**src/rtl/cc_game_pkg.sv**
```systemverilog
// Shared game constants: FSM state encoding and default level sizing
// used by the level tracker, scoreboard and display blocks.
package cc_game_pkg;

  localparam int LEVELS_DATAWIDTH_DEF = 5;
  localparam int TARGET_LEVEL_DEF     = 5;

  typedef enum logic [1:0] {
    IDLE = 2'b00,
    PLAY = 2'b01,
    WON  = 2'b10
  } cc_state_t;

endpackage

```
**src/rtl/cc_rise_edge_detect.sv**
```systemverilog
// 1-bit rising-edge detector: a register keeps the previous sample and
// an event is the input high while the previous sample was low.
module cc_rise_edge_detect (
  input  logic clk,
  input  logic rst,
  input  logic sig,
  output logic rise
);

  logic prev_q;

  always_ff @(posedge clk or posedge rst) begin
    if (rst) prev_q <= 1'b0;
    else     prev_q <= sig;
  end

  assign rise = sig & ~prev_q;

endmodule

```
**src/rtl/cc_level_tracker.sv**
```systemverilog
// Registered level counter and win detector for the Frogger game path.
// Optional auto-restart after a win: CC_LEVEL_TRACKER_AUTORESTART_EN.
module cc_level_tracker
  import cc_game_pkg::*;
#(
  parameter int LEVELS_DATAWIDTH = LEVELS_DATAWIDTH_DEF,
  parameter int TARGET_LEVEL     = TARGET_LEVEL_DEF,
  parameter int START_LEVEL      = 0,
  parameter int WIN_HOLD_CYCLES  = 16
) (
  input  logic                        CC_LEVEL_TRACKER_CLOCK_50,
  input  logic                        CC_LEVEL_TRACKER_RESET_InHigh,
  input  logic                        CC_LEVEL_TRACKER_start_InHigh,
  input  logic                        CC_LEVEL_TRACKER_clear_InHigh,
  input  logic                        CC_LEVEL_TRACKER_levelUp_InHigh,
  output logic [LEVELS_DATAWIDTH-1:0] CC_LEVEL_TRACKER_level_Out,
  output logic                        CC_LEVEL_TRACKER_win_OutLow,
  output logic                        CC_LEVEL_TRACKER_winPulse_OutHigh,
  output logic                        CC_LEVEL_TRACKER_playing_OutHigh
);

  localparam int LW = LEVELS_DATAWIDTH;
  localparam int LMAX = (1 << LW) - 1;
  localparam bit PARAMS_OK = (START_LEVEL >= 0)
                          && (TARGET_LEVEL > START_LEVEL)
                          && (TARGET_LEVEL <= LMAX)
                          && (WIN_HOLD_CYCLES >= 1);
  localparam logic [LW-1:0] START_V  = LW'(START_LEVEL);
  localparam logic [LW-1:0] TARGET_V = LW'(TARGET_LEVEL);

  generate
    if (!PARAMS_OK) begin : g_illegal_params
      $error("cc_level_tracker: illegal level parameters");
    end
  endgenerate

  logic clk;
  logic rst;
  logic rise;

  assign clk = CC_LEVEL_TRACKER_CLOCK_50;
  assign rst = CC_LEVEL_TRACKER_RESET_InHigh;

  cc_rise_edge_detect u_level_up_edge (
    .clk  (clk),
    .rst  (rst),
    .sig  (CC_LEVEL_TRACKER_levelUp_InHigh),
    .rise (rise)
  );

  cc_state_t       state_q, state_d;
  logic [LW-1:0]   level_q, level_d;
  logic            win_n_q, win_n_d;
  logic            pulse_q, pulse_d;
  logic            play_q, play_d;

`ifdef CC_LEVEL_TRACKER_AUTORESTART_EN
  localparam int HW = $clog2(WIN_HOLD_CYCLES + 1);
  localparam logic [HW-1:0] HOLD_LAST = HW'(WIN_HOLD_CYCLES - 1);
  logic [HW-1:0] hold_q, hold_d;
`endif

  always_comb begin
    state_d = state_q;
    level_d = level_q;
`ifdef CC_LEVEL_TRACKER_AUTORESTART_EN
    hold_d  = '0;
`endif
    if (CC_LEVEL_TRACKER_clear_InHigh) begin
      state_d = IDLE;
      level_d = START_V;
    end else begin
      unique case (state_q)
        IDLE: begin
          level_d = START_V;
          if (CC_LEVEL_TRACKER_start_InHigh) state_d = PLAY;
        end
        PLAY: begin
          if (rise) begin
            level_d = level_q + 1'b1;
            if (level_d == TARGET_V) state_d = WON;
          end
        end
        WON: begin
          level_d = TARGET_V;
`ifdef CC_LEVEL_TRACKER_AUTORESTART_EN
          // Hold counter runs 0..WIN_HOLD_CYCLES-1 while the win shows
          if (hold_q == HOLD_LAST) begin
            state_d = PLAY;
            level_d = START_V;
          end else begin
            hold_d = hold_q + 1'b1;
          end
`endif
        end
        default: begin
          state_d = IDLE;
          level_d = START_V;
        end
      endcase
    end
    win_n_d = (state_d != WON);
    pulse_d = (state_d == WON) && (state_q != WON);
    play_d  = (state_d == PLAY);
  end

  always_ff @(posedge clk or posedge rst) begin
    if (rst) begin
      state_q <= IDLE;
      level_q <= START_V;
      win_n_q <= 1'b1;
      pulse_q <= 1'b0;
      play_q  <= 1'b0;
    end else begin
      state_q <= state_d;
      level_q <= level_d;
      win_n_q <= win_n_d;
      pulse_q <= pulse_d;
      play_q  <= play_d;
    end
  end

`ifdef CC_LEVEL_TRACKER_AUTORESTART_EN
  always_ff @(posedge clk or posedge rst) begin
    if (rst) hold_q <= '0;
    else     hold_q <= hold_d;
  end
`endif

  assign CC_LEVEL_TRACKER_level_Out        = level_q;
  assign CC_LEVEL_TRACKER_win_OutLow       = win_n_q;
  assign CC_LEVEL_TRACKER_winPulse_OutHigh = pulse_q;
  assign CC_LEVEL_TRACKER_playing_OutHigh  = play_q;

endmodule
```
**config.mk**
```make
export PLATFORM = sky130hd
export DESIGN_NAME = cc_level_tracker
export DESIGN_NICKNAME = d
export VERILOG_FILES = /design/src/rtl/cc_game_pkg.sv /design/src/rtl/cc_rise_edge_detect.sv /design/src/rtl/cc_level_tracker.sv
export SDC_FILE = /design/constraint.sdc
export NUM_CORES = 1
export LEC_CHECK = 0
export ABC_AREA = 1
export CORE_MARGIN = 10
export CORE_UTILIZATION = 48
export DETAILED_ROUTE_END_ITERATION = 8
export GPL_TIMING_DRIVEN = 0
export HOLD_SLACK_MARGIN = 0.12
export PLACE_DENSITY = 0.78
export SYNTH_ARGS = -nofsm -noshare
export SYNTH_HDL_FRONTEND = slang
export SYNTH_SLANG_ARGS = --single-unit
export TNS_END_PERCENT = 100
```
**constraint.sdc**
```tcl
create_clock -name CC_LEVEL_TRACKER_CLOCK_50 -period 1.55 [get_ports CC_LEVEL_TRACKER_CLOCK_50]
set_input_delay 0.31 -clock CC_LEVEL_TRACKER_CLOCK_50 [delete_from_list [all_inputs] [get_ports CC_LEVEL_TRACKER_CLOCK_50]]
set_output_delay 0.31 -clock CC_LEVEL_TRACKER_CLOCK_50 [all_outputs]
set_load 0.005 [all_outputs]
```
* Word level (Yosys, flattened, before mapping)
Cells that the tools add are included.
W data, S select, Z words.
** Operators by class
- Add/subtract/negate cells :: 1
- Equality and inequality tests :: 8
- Mux-type cells :: 8
- Bitwise gates (word level) :: 2
- Reductions and logical operators :: 2
** Operator list (number)
- $mux W5 :: 2
- $pmux W5 S2 :: 1
- $mux W2 :: 4
- $pmux W2 S3 :: 1
- $add A5 B1 Y5 const B :: 1
- $eq A5 B3 Y1 const B :: 1
- $eq A2 B1 Y1 const B :: 2
- $eq A2 B2 Y1 const B :: 2
- $ne A2 B2 Y1 const B :: 2
- $ne A3 B3 Y1 const B :: 1
- $logic_not A2 Y1 :: 1
- $and A1 B1 Y1 :: 1
- $logic_and A1 B1 Y1 :: 1
- $not A1 Y1 :: 1
** Storage, ports and cells
- Register bits :: 11
- Output and inout bits :: 8
- Logic and storage cells :: 27

* Depth between registers and ports, before layout
Gate-level depths: netlist of run 1.
- Depth after elaboration :: 8
- Gate-level depth with buffers :: 11
- Gate-level depth less buffers :: 11

* By module
A second synthesis of run 1 with hierarchy kept.
** Second synthesis, totals
- Cell total of the unflattened synthesis :: 76
- Area, all modules :: 640.6 um^2
** By module, submodules not included
- cc_level_tracker :: instances 1, cells an instance 72, area each 601.8 um^2, sequential area each 251.5 um^2
- cc_rise_edge_detect :: instances 1, cells an instance 4, area each 38.8 um^2, sequential area each 25.0 um^2

* Worst setup path after synthesis of run 1
OpenSTA, ideal clock, no wires.
- Path type :: reg2reg
- Start :: register level_q[0] (netlist: CC_LEVEL_TRACKER_level_Out[0])
- End :: register pulse_q (netlist: CC_LEVEL_TRACKER_winPulse_OutHigh)
- Library setup time :: 0.069 ns
- Data arrival time :: 1.311 ns
- Data required time :: 1.481 ns
- Slack :: 0.170 ns
- Stages on the path, launching flop included :: 11
- Buffers on the path :: 0
- Clock period less this slack :: 1.380 ns
- Cell sequence :: dfrtp_1 ha_1 nand2_1 nand2_2 nor2_2 nand3_2 nand2_2 nand2_2 nand2_2 nand3_2 nor2_2
** Between the ends
- Longest elaborated chain between the ends :: 8
** RTL lines
- from (decl) :: RTL line cc_level_tracker.sv:52 : logic [LW-1:0] level_q, level_d;
- from (signal assigned) :: RTL line cc_level_tracker.sv:116 : level_q <= level_d;
- $add A5 B1 Y5 :: RTL line cc_level_tracker.sv:80 : level_d = level_q + 1'b1;
- $eq A5 B3 Y1 :: RTL line cc_level_tracker.sv:81 : if (level_d == TARGET_V) state_d = WON;
- $mux W2 :: RTL line cc_level_tracker.sv:81
- $mux W2 :: RTL line cc_level_tracker.sv:79 : if (rise) begin
- $pmux W2 S3 :: RTL line cc_level_tracker.sv:73 : unique case (state_q)
- $mux W2 :: RTL line cc_level_tracker.sv:69 : if (CC_LEVEL_TRACKER_clear_InHigh) begin
- $eq A2 B2 Y1 :: RTL line cc_level_tracker.sv:103 : pulse_d = (state_d == WON) && (state_q != WON);
- $logic_and A1 B1 Y1 :: RTL line cc_level_tracker.sv:103
- net pulse_d :: RTL line cc_level_tracker.sv:54 : logic pulse_q, pulse_d;
- to (signal assigned) :: RTL line cc_level_tracker.sv:118 : pulse_q <= pulse_d;
- to (decl) :: RTL line cc_level_tracker.sv:54
The timed path passes the listed nets, and every way through them passes these cells.
A chain may end at the register's enable or synchronous reset.

* Final worst setup path of run 1
- Start :: register level_q[1] (netlist: CC_LEVEL_TRACKER_level_Out[1])
- End :: output CC_LEVEL_TRACKER_level_Out[1]
** RTL lines
- to (decl) :: RTL line cc_level_tracker.sv:16 : output logic [LEVELS_DATAWIDTH-1:0] CC_LEVEL_TRACKER_level_Out,
No word-level cell between the ends.

==> results of run 1 <==
==> metal layers <==
metal	vias to the layer above	wire [µm]	global-route usage
met5	-	0	0
met4	0	20	0.0604
met3	3	29	0.00885
met2	11	771	0.167
met1	259	604	0.0860
li1	294	-	-
==> stage by stage <==
| stage | TNS, ns | hold slack (ns) | utilization |
|---|---|---|---|
| global route | -0.0266 | 0.383 | 0.676 |
| CTS | 0 | 0.348 | 0.636 |
| global placement | -0.275 | 0.576 | 0.614 |
| finish | 0 | 0.337 | 0.676 |
| floorplan | 0 | 0.162 | - |
| detailed placement | -0.354 | 0.588 | 0.614 |
==> state kept, by name (all words and copies together) (netlist names) <==
name,cells
CC_LEVEL_TRACKER_level_Out,5
state_q,2
CC_LEVEL_TRACKER_playing_OutHigh,1
CC_LEVEL_TRACKER_winPulse_OutHigh,1
CC_LEVEL_TRACKER_win_OutLow,1
u_level_up_edge.prev_q,1
==> report_power, final <==
group | total, mW | switching [mW] | leakage, nW | internal [mW]
sequential | 0.300 | 0.00557 | 0.143 | 0.295
combinational | 0.0821 | 0.0461 | 0.290 | 0.0361
clock | 0.192 | 0.0920 | 0.0150 | 0.0996
==> cell usage in the layout (no fill, tap or decap) <==
cell and instances:
sky130_fd_sc_hd__dfstp_2 1, sky130_fd_sc_hd__nand2_2 8, sky130_fd_sc_hd__dlymetal6s2s_1 2, sky130_fd_sc_hd__dfrtp_1 8, sky130_fd_sc_hd__nor2_1 5, sky130_fd_sc_hd__ha_2 2, sky130_fd_sc_hd__o22ai_1 2, sky130_fd_sc_hd__dfrtp_2 2
sky130_fd_sc_hd__nand3_1 3, sky130_fd_sc_hd__inv_2 7, sky130_fd_sc_hd__dlygate4sd2_1 1, sky130_fd_sc_hd__clkbuf_4 3, sky130_fd_sc_hd__o221ai_1 1, sky130_fd_sc_hd__nand4_1 3, sky130_fd_sc_hd__a21boi_1 1, sky130_fd_sc_hd__nor2_2 4
sky130_fd_sc_hd__a31o_2 1, sky130_fd_sc_hd__o21ai_1 1, sky130_fd_sc_hd__nand3_2 2, sky130_fd_sc_hd__buf_4 5, sky130_fd_sc_hd__nand2_1 12, sky130_fd_sc_hd__clkdlybuf4s50_1 9, sky130_fd_sc_hd__ha_1 4, sky130_fd_sc_hd__o211ai_1 1
sky130_fd_sc_hd__clkbuf_1 1, sky130_fd_sc_hd__inv_1 12
==> worst max-delay path by stage <==
stage                                              startpoint                                     endpoint  slack [ns]
floorplan           CC_LEVEL_TRACKER_level_Out[0]$_DFFE_PP0P_  CC_LEVEL_TRACKER_winPulse_OutHigh$_DFF_PP0_        0.17
global placement              CC_LEVEL_TRACKER_levelUp_InHigh  CC_LEVEL_TRACKER_winPulse_OutHigh$_DFF_PP0_       -0.12
detailed placement            CC_LEVEL_TRACKER_levelUp_InHigh  CC_LEVEL_TRACKER_winPulse_OutHigh$_DFF_PP0_       -0.14
CTS                 CC_LEVEL_TRACKER_level_Out[0]$_DFFE_PP0P_                CC_LEVEL_TRACKER_level_Out[0]       0.004
global route        CC_LEVEL_TRACKER_level_Out[1]$_DFFE_PP0P_  CC_LEVEL_TRACKER_winPulse_OutHigh$_DFF_PP0_       -0.03
finish              CC_LEVEL_TRACKER_level_Out[1]$_DFFE_PP0P_                CC_LEVEL_TRACKER_level_Out[1]        0.06
==> kinds of logic (layout without fill, tap and decap cells) <==
group | Yosys count | after routing
buf+inv | 19 | 40
flops | 11 | 11
fa+ha+maj | 6 | 6
simple gates | 37 | 37
compound gates | 7 | 7
==> layout make-up <==
type                       count  area [µm²]  area share
timing repair buffer          17         161       0.183
sequential                    11         279       0.317
clock buffer                   4        26.3      0.0299
multi-input combinational     50         323       0.367
tap                           15        18.8      0.0213
inverter                      19        71.3      0.0811
==> what timing repair did <==
action                                  in CTS  in global routing
gates resized for setup                      3                  7
setup buffers                                0                  5
endpoints found under the setup margin       4                 13
pin swaps                                    0                  0
gates cloned                                 0                  0
==> out/results.txt, run 1 <==
The detailed-route DRC error count was 0; the routed length per placed instance was 12.3 µm. TritonCTS built the clock tree. The net count after synthesis came out at 91. OpenSTA, run right after detailed placement, puts the worst setup slack at -0.139 ns. The critical path goes through clkdlybuf4s50_1. Derived from the worst setup path, the maximum achievable clock frequency is 0.670 GHz.

Max-cap violations in this run came to 0. The first global-routing pass estimated 2440 µm of wire. Among all flip-flop cells after synthesis, the most frequent one is sky130_fd_sc_hd__dfrtp_1. The final standard cell count with taps included and fillers excluded came out at 116.

The clock drives 11 sinks. The required time of the critical path came out at 1.24 ns. The sort of element at the end of the critical path is an output port.

The maximum vdd ir drop is 0.000409 V, and the share of flip-flops with an asynchronous set or reset after synthesis is 1.00. The area fraction in compound gates after synthesis is 0.0758, and the final-stage net count is 113. Counting flops and latches in the post-synthesis netlist gives 11. Setup violations remaining at the end of the flow were counted as 0.

The maximum level of the CTS H-tree is 1. 13 I/O pins were placed. The final worst setup slack was 0.0570 ns; the simple-gate share of the synthesized area was 0.284. The initialized floorplan defines 13 standard-cell rows.

The clock network latency to the later pin of the worst-skew pair was 0.27 ns. The worst slew slack as a fraction of its limit is 0.716, and the maximum fanout count along the critical path is 4. The tools report the TritonCTS buffer count as 3. Antenna cell count: 0. The startpoint identified for the worst register-to-register timing path is CC_LEVEL_TRACKER_level_Out[1]$_DFFE_PP0P_. The transition time of the tightest slew-check pin was 0.426 ns. For this design the ratio of total power to cell area is 653 nW/µm². The worst setup path is launched from a flip-flop. After synthesis, the largest family of logic cells by area is simple AND/OR/NAND/NOR gates. Synthesis produced a netlist whose cell count is 80. The clock transition at the registers of the reported paths came out at 0.07 ns. The sequential cell area fraction in the yosys report was 0.419. The root cell of the clock tree is sky130_fd_sc_hd__clkbuf_4. The final critical delay including setup and external delays is 1.49 ns. The per-instance average area after synthesis works out to 8.26 µm². Summed over all layers, the routed wires come to 1420 µm. The via count of the first global-routing pass is 583, and the multiplexer share of the synthesized area is 0. The slowest stage of the critical path belongs to the cell sky130_fd_sc_hd__clkdlybuf4s50_1. Counting instances in the post-synthesis netlist gives the leading cell types as 13 x sky130_fd_sc_hd__inv_1, 13 x sky130_fd_sc_hd__nand2_1, 10 x sky130_fd_sc_hd__dfrtp_1.

In the post-synthesis netlist, the biggest area contributors are sky130_fd_sc_hd__dfrtp_1 38%, sky130_fd_sc_hd__ha_1 11%, sky130_fd_sc_hd__inv_1 7.4%. The weighted congestion at the end of routability-driven global placement came out at 0.808. The core region is 1300 µm².

For the number of fill cells, the log shows 110. Detailed placement finished with a half-perimeter wire length of 1120 µm. The xor and xnor area share after synthesis was 0.

The number of cells on the worst reg-to-reg path is 11. The total buffers and inverters traversed by the critical path was 1; the starting DRC count in detailed routing was 4. The worst flop-to-flop path endpoint is CC_LEVEL_TRACKER_winPulse_OutHigh$_DFF_PP0_. The run gives 0.574 mW as the total chip power. The fraction of layout cells with a size suffix above 1 came out at 0.347. Instance count after placement with tap cells included: 107. The Yosys step of the flow raised 0 warnings.

The biggest area consumer among synthesized cells is sky130_fd_sc_hd__dfrtp_1. The depth of the critical timing path with buffers and inverters included came out at 1. After routing the design area is 880 µm². The clock passes through at most 2 buffers.

The adder-cell area share of the yosys netlist was 0.114. The tools report the aggregate global routing overflow as 0. The tools report the remaining antenna violation count after routing as 0. The fraction of the cycle the final worst path needs came out at 0.963. The number of I/O port buffers came out at 12. The critical path is of the flip-flop to output port type. Between clock sinks in the finished design, the worst skew comes to 0.00459 ns. The routed layout has 567 vias. The synthesized netlist occupies a cell area of 661 µm². The first TritonRoute pass finished after 4 iterations.

The detailed-route vias per instance was 4.89; the placed cell area was 800 µm². Vertical extent of the die: 57.1 µm. The analysis attributes to cell leakage a power of 0.448 nW.

Final hold violation count: 0. Setup repair after global routing could not meet its margin everywhere. The area share of the largest cell type after synthesis was 0.379.

The path category of the worst min-delay check is input port to async pin. The count of flip-flops with a built-in enable after synthesis is 0. STA puts the critical path data arrival time at 1.18 ns. For the overall fraction of global-route tracks in use, the log shows 0.0880.

The highest cell delay on the worst timing path is 0.52 ns. The kind of cell with the highest combined delay on the critical path was buffers and inverters. For the setup slack of the most critical reg-to-reg path, the log shows 0.08 ns. Entering global routing, the biggest net connects 12 pins. The chip width was 57.1 µm. The run gives 0.508 as the starting density of the core.

The run gives 0 as the quantity of hold-fixing buffers added after cts. The flow ran to the end, and the final reports show no timing, DRC or antenna violations. The initial antenna violation count came out at 0.

Total die area: 3260 µm². The max-slew violation count is 0. For the unique cell type count in the Yosys netlist, the log shows 18. The area growth from synthesis to layout is 33.1%.
Power figures use the tool's default switching activity.
==> inputs of run 2 (changes only) <==
CORE_MARGIN = not set   (was 10)
==> run 2 against run 1 <==
Compared with the run above:
- flip-flop and latch count unchanged
- final area shrank 1.6%
- clock-buffer cell count did not move
- clock power up 2%
- sequential share of layout area up 0.65 points
- clock skew decreased by 0.0039 ns
- critical endpoint is now CC_LEVEL_TRACKER_level_Out[2]
- critical path type unchanged
- register-to-register slack improved by 0.03 ns
- non-clock buffer count shrank 3
==> out/results.txt, run 2 (synthesis gave the netlist of run 1 again) <==
The flow ran to the end, and the final reports show no timing, DRC or antenna violations. Startpoint type of the worst setup path: a flip-flop. The cell with the largest stage delay on the worst path is sky130_fd_sc_hd__clkdlybuf4s50_1. The count of buffers added on input and output ports is 12. Flip-flop count of the largest register, all copies and words added: 5. The logs give 13 for the number of standard-cell rows in the floorplan and 0 for the antenna cell count.

The tools report the total routed wirelength as 1290 µm. Setup repair after global routing left no endpoint under its margin. The starting density of the core was 0.514. The library cell used most frequently in the layout, excluding fill and tap cells, is sky130_fd_sc_hd__nand2_1.

The tools report the final hold slack as 0.327 ns. The detailed-route vias per instance came out at 5.13. Initial antenna violation count: 0. The placed cell area came out at 800 µm². The final critical delay including setup and external delays was 1.47 ns. CTS placed an instance of sky130_fd_sc_hd__clkbuf_4 at the clock tree root.

The type of the worst setup path was flip-flop to output port. Worst slew slack as a fraction of its limit: 0.722. For the pin with the worst max-slew slack, the measured transition is 0.417 ns. Clock network latency to the later pin of the worst-skew pair: 0.27 ns. The tools report the startpoint of the most critical setup path as CC_LEVEL_TRACKER_level_Out[2]$_DFFE_PP0P_. The core area was 1280 µm²; the endpoint arrival time on the critical path was 1.16 ns.

Prior to clock tree synthesis, the placed netlist has a worst setup slack of -0.146 ns. The final hold violation count was 0. The chip width was 39.1 µm. The final core area utilization came out at 0.674. For the final-report setup violation count, the log shows 0. On the final layout, the worst clock skew is 0.000667 ns. VDD sags by at most 0.000488 V. Across all setup checks in the final design, the least slack found is 0.0824 ns.

The total chip power is 0.573 mW. For this design the top-level I/O count stands at 13. For the max-slew violation count, the log shows 0. After detailed routing, the average wire length per cell comes to 11.4 µm. Static timing analysis puts the maximum clock frequency at 0.681 GHz.

The run gives 0 as the quantity of hold-fixing buffers added after cts. Data on the critical path is required at its endpoint by 1.24 ns. The min-delay analysis places its worst path in the category input port to async pin.

In the layout the commonest cells are 13 x sky130_fd_sc_hd__nand2_1, 12 x sky130_fd_sc_hd__inv_1, 8 x sky130_fd_sc_hd__clkdlybuf4s50_1. In this run the remaining antenna-violating nets after routing total 0. The die covers 1530 µm².

The first global-routing pass estimated 1930 µm of wire. For the via count of the first global-routing pass, the log shows 519. Static leakage: 0.448 nW. Traced cell by cell, the critical path runs through clkdlybuf4s50_1. The clock passes through at most 2 buffers.

For this run, the slowest stage of the critical path takes 0.50 ns. The die is 39.1 µm tall. The tools report the overall fraction of global-route tracks in use as 0.197.

The net count of the finished layout is 110. The fraction of the cycle the final worst path needs was 0.947; the aggregate global routing overflow was 0. Clock tree synthesis inserted a total of 3 buffers. The cell family contributing the most delay on the critical path is buffers and inverters.

The logs give 921 µm for the post-DP HPWL and 0.748 for the weighted congestion at the end of routability-driven global placement. The tools report the design area as 866 µm². The tools report the sort of element at the end of the critical path as an output port. TritonCTS built the clock tree. The run gives 580 as the via total after detailed routing.

The launch point of the worst reg-to-reg path is state_q[1]$_DFF_PP0_. Clock tree synthesis found a total of 11 sinks. The maximum fanout count along the critical path is 5. Entering global routing, the biggest net connects 12 pins.

The first detailed-routing pass took 5 iterations. The maximum level of the CTS H-tree was 1. After clock tree synthesis, the clock-pin slew on the worst setup and hold paths is 0.07 ns.

Max-cap violations in this run came to 0. The power density over the cells came out at 662 nW/µm². For this run, design rule violations remaining after detail routing come to 0.

The tools report the starting DRC count in detailed routing as 8. In this run the register-to-register setup slack is 0.11 ns. Fraction of layout cells with a size suffix above 1: 0.316. The area growth from synthesis to layout was 31.1%; the total buffers and inverters traversed by the critical path was 1.
[run 2: report_power, final]
part           leakage [nW]  switching, mW  total (mW)  internal (mW)
clock network        0.0150         0.0964       0.196         0.0997
registers             0.141        0.00555       0.300          0.295
logic                 0.292         0.0432      0.0768         0.0336
[run 2: repair_timing]
action                                  4_1_cts  5_1_grt
gates resized for setup                       3        8
hold endpoints to repair                      0        0
endpoints found under the setup margin        3        7
buffers inserted                              0        2
[run 2: per-stage QoR]
stage / TNS, ns / instances
global placement: -0.258 / 107
finish: 0 / 113
detailed placement: -0.432 / 107
global route: 0 / 113
floorplan: 0 / 80
CTS: 0 / 111
[run 2: worst paths after layout]
kind / end / cells past startpoint
setup reg to reg: CC_LEVEL_TRACKER_level_Out[2]$_DFFE_PP0P_ / 8
max in group asynchronous: CC_LEVEL_TRACKER_win_OutLow$_DFF_PP1_ / 2
hold reg to reg: CC_LEVEL_TRACKER_level_Out[4]$_DFFE_PP0P_ / 2
min in group CC_LEVEL_TRACKER_CLOCK_50: u_level_up_edge.prev_q$_DFF_PP0_ / 1
setup / recovery: CC_LEVEL_TRACKER_level_Out[2] / 1
hold / removal: CC_LEVEL_TRACKER_level_Out[4]$_DFFE_PP0P_ / 2
[run 2: final cells by class]
| cell class | instances | area [µm²] |
|---|---|---|
| fill | 101 | 419 |
| multi-input combinational | 50 | 328 |
| sequential | 11 | 280 |
| timing repair buffer | 14 | 141 |
| inverter | 19 | 71.3 |
| clock buffer | 4 | 26.3 |
| tap | 15 | 18.8 |
[run 2: layer usage]
metal,GRT usage,wire [µm],up-vias
met5,0,0,-
met1,0.206,532,270
li1,-,-,286
met2,0.325,679,20
met4,0.164,22,0
met3,0.0520,51,4
[run 2: worst reg2reg max path, delay by kind of cell (launching register included)]
family                     cells  cell delay (ns)
DFF                            1             0.42
buffers and inverters          4             0.31
and+or+nand+nor                2             0.27
adders and majority gates      1             0.20
AOI/OAI and AO/OA              1             0.16
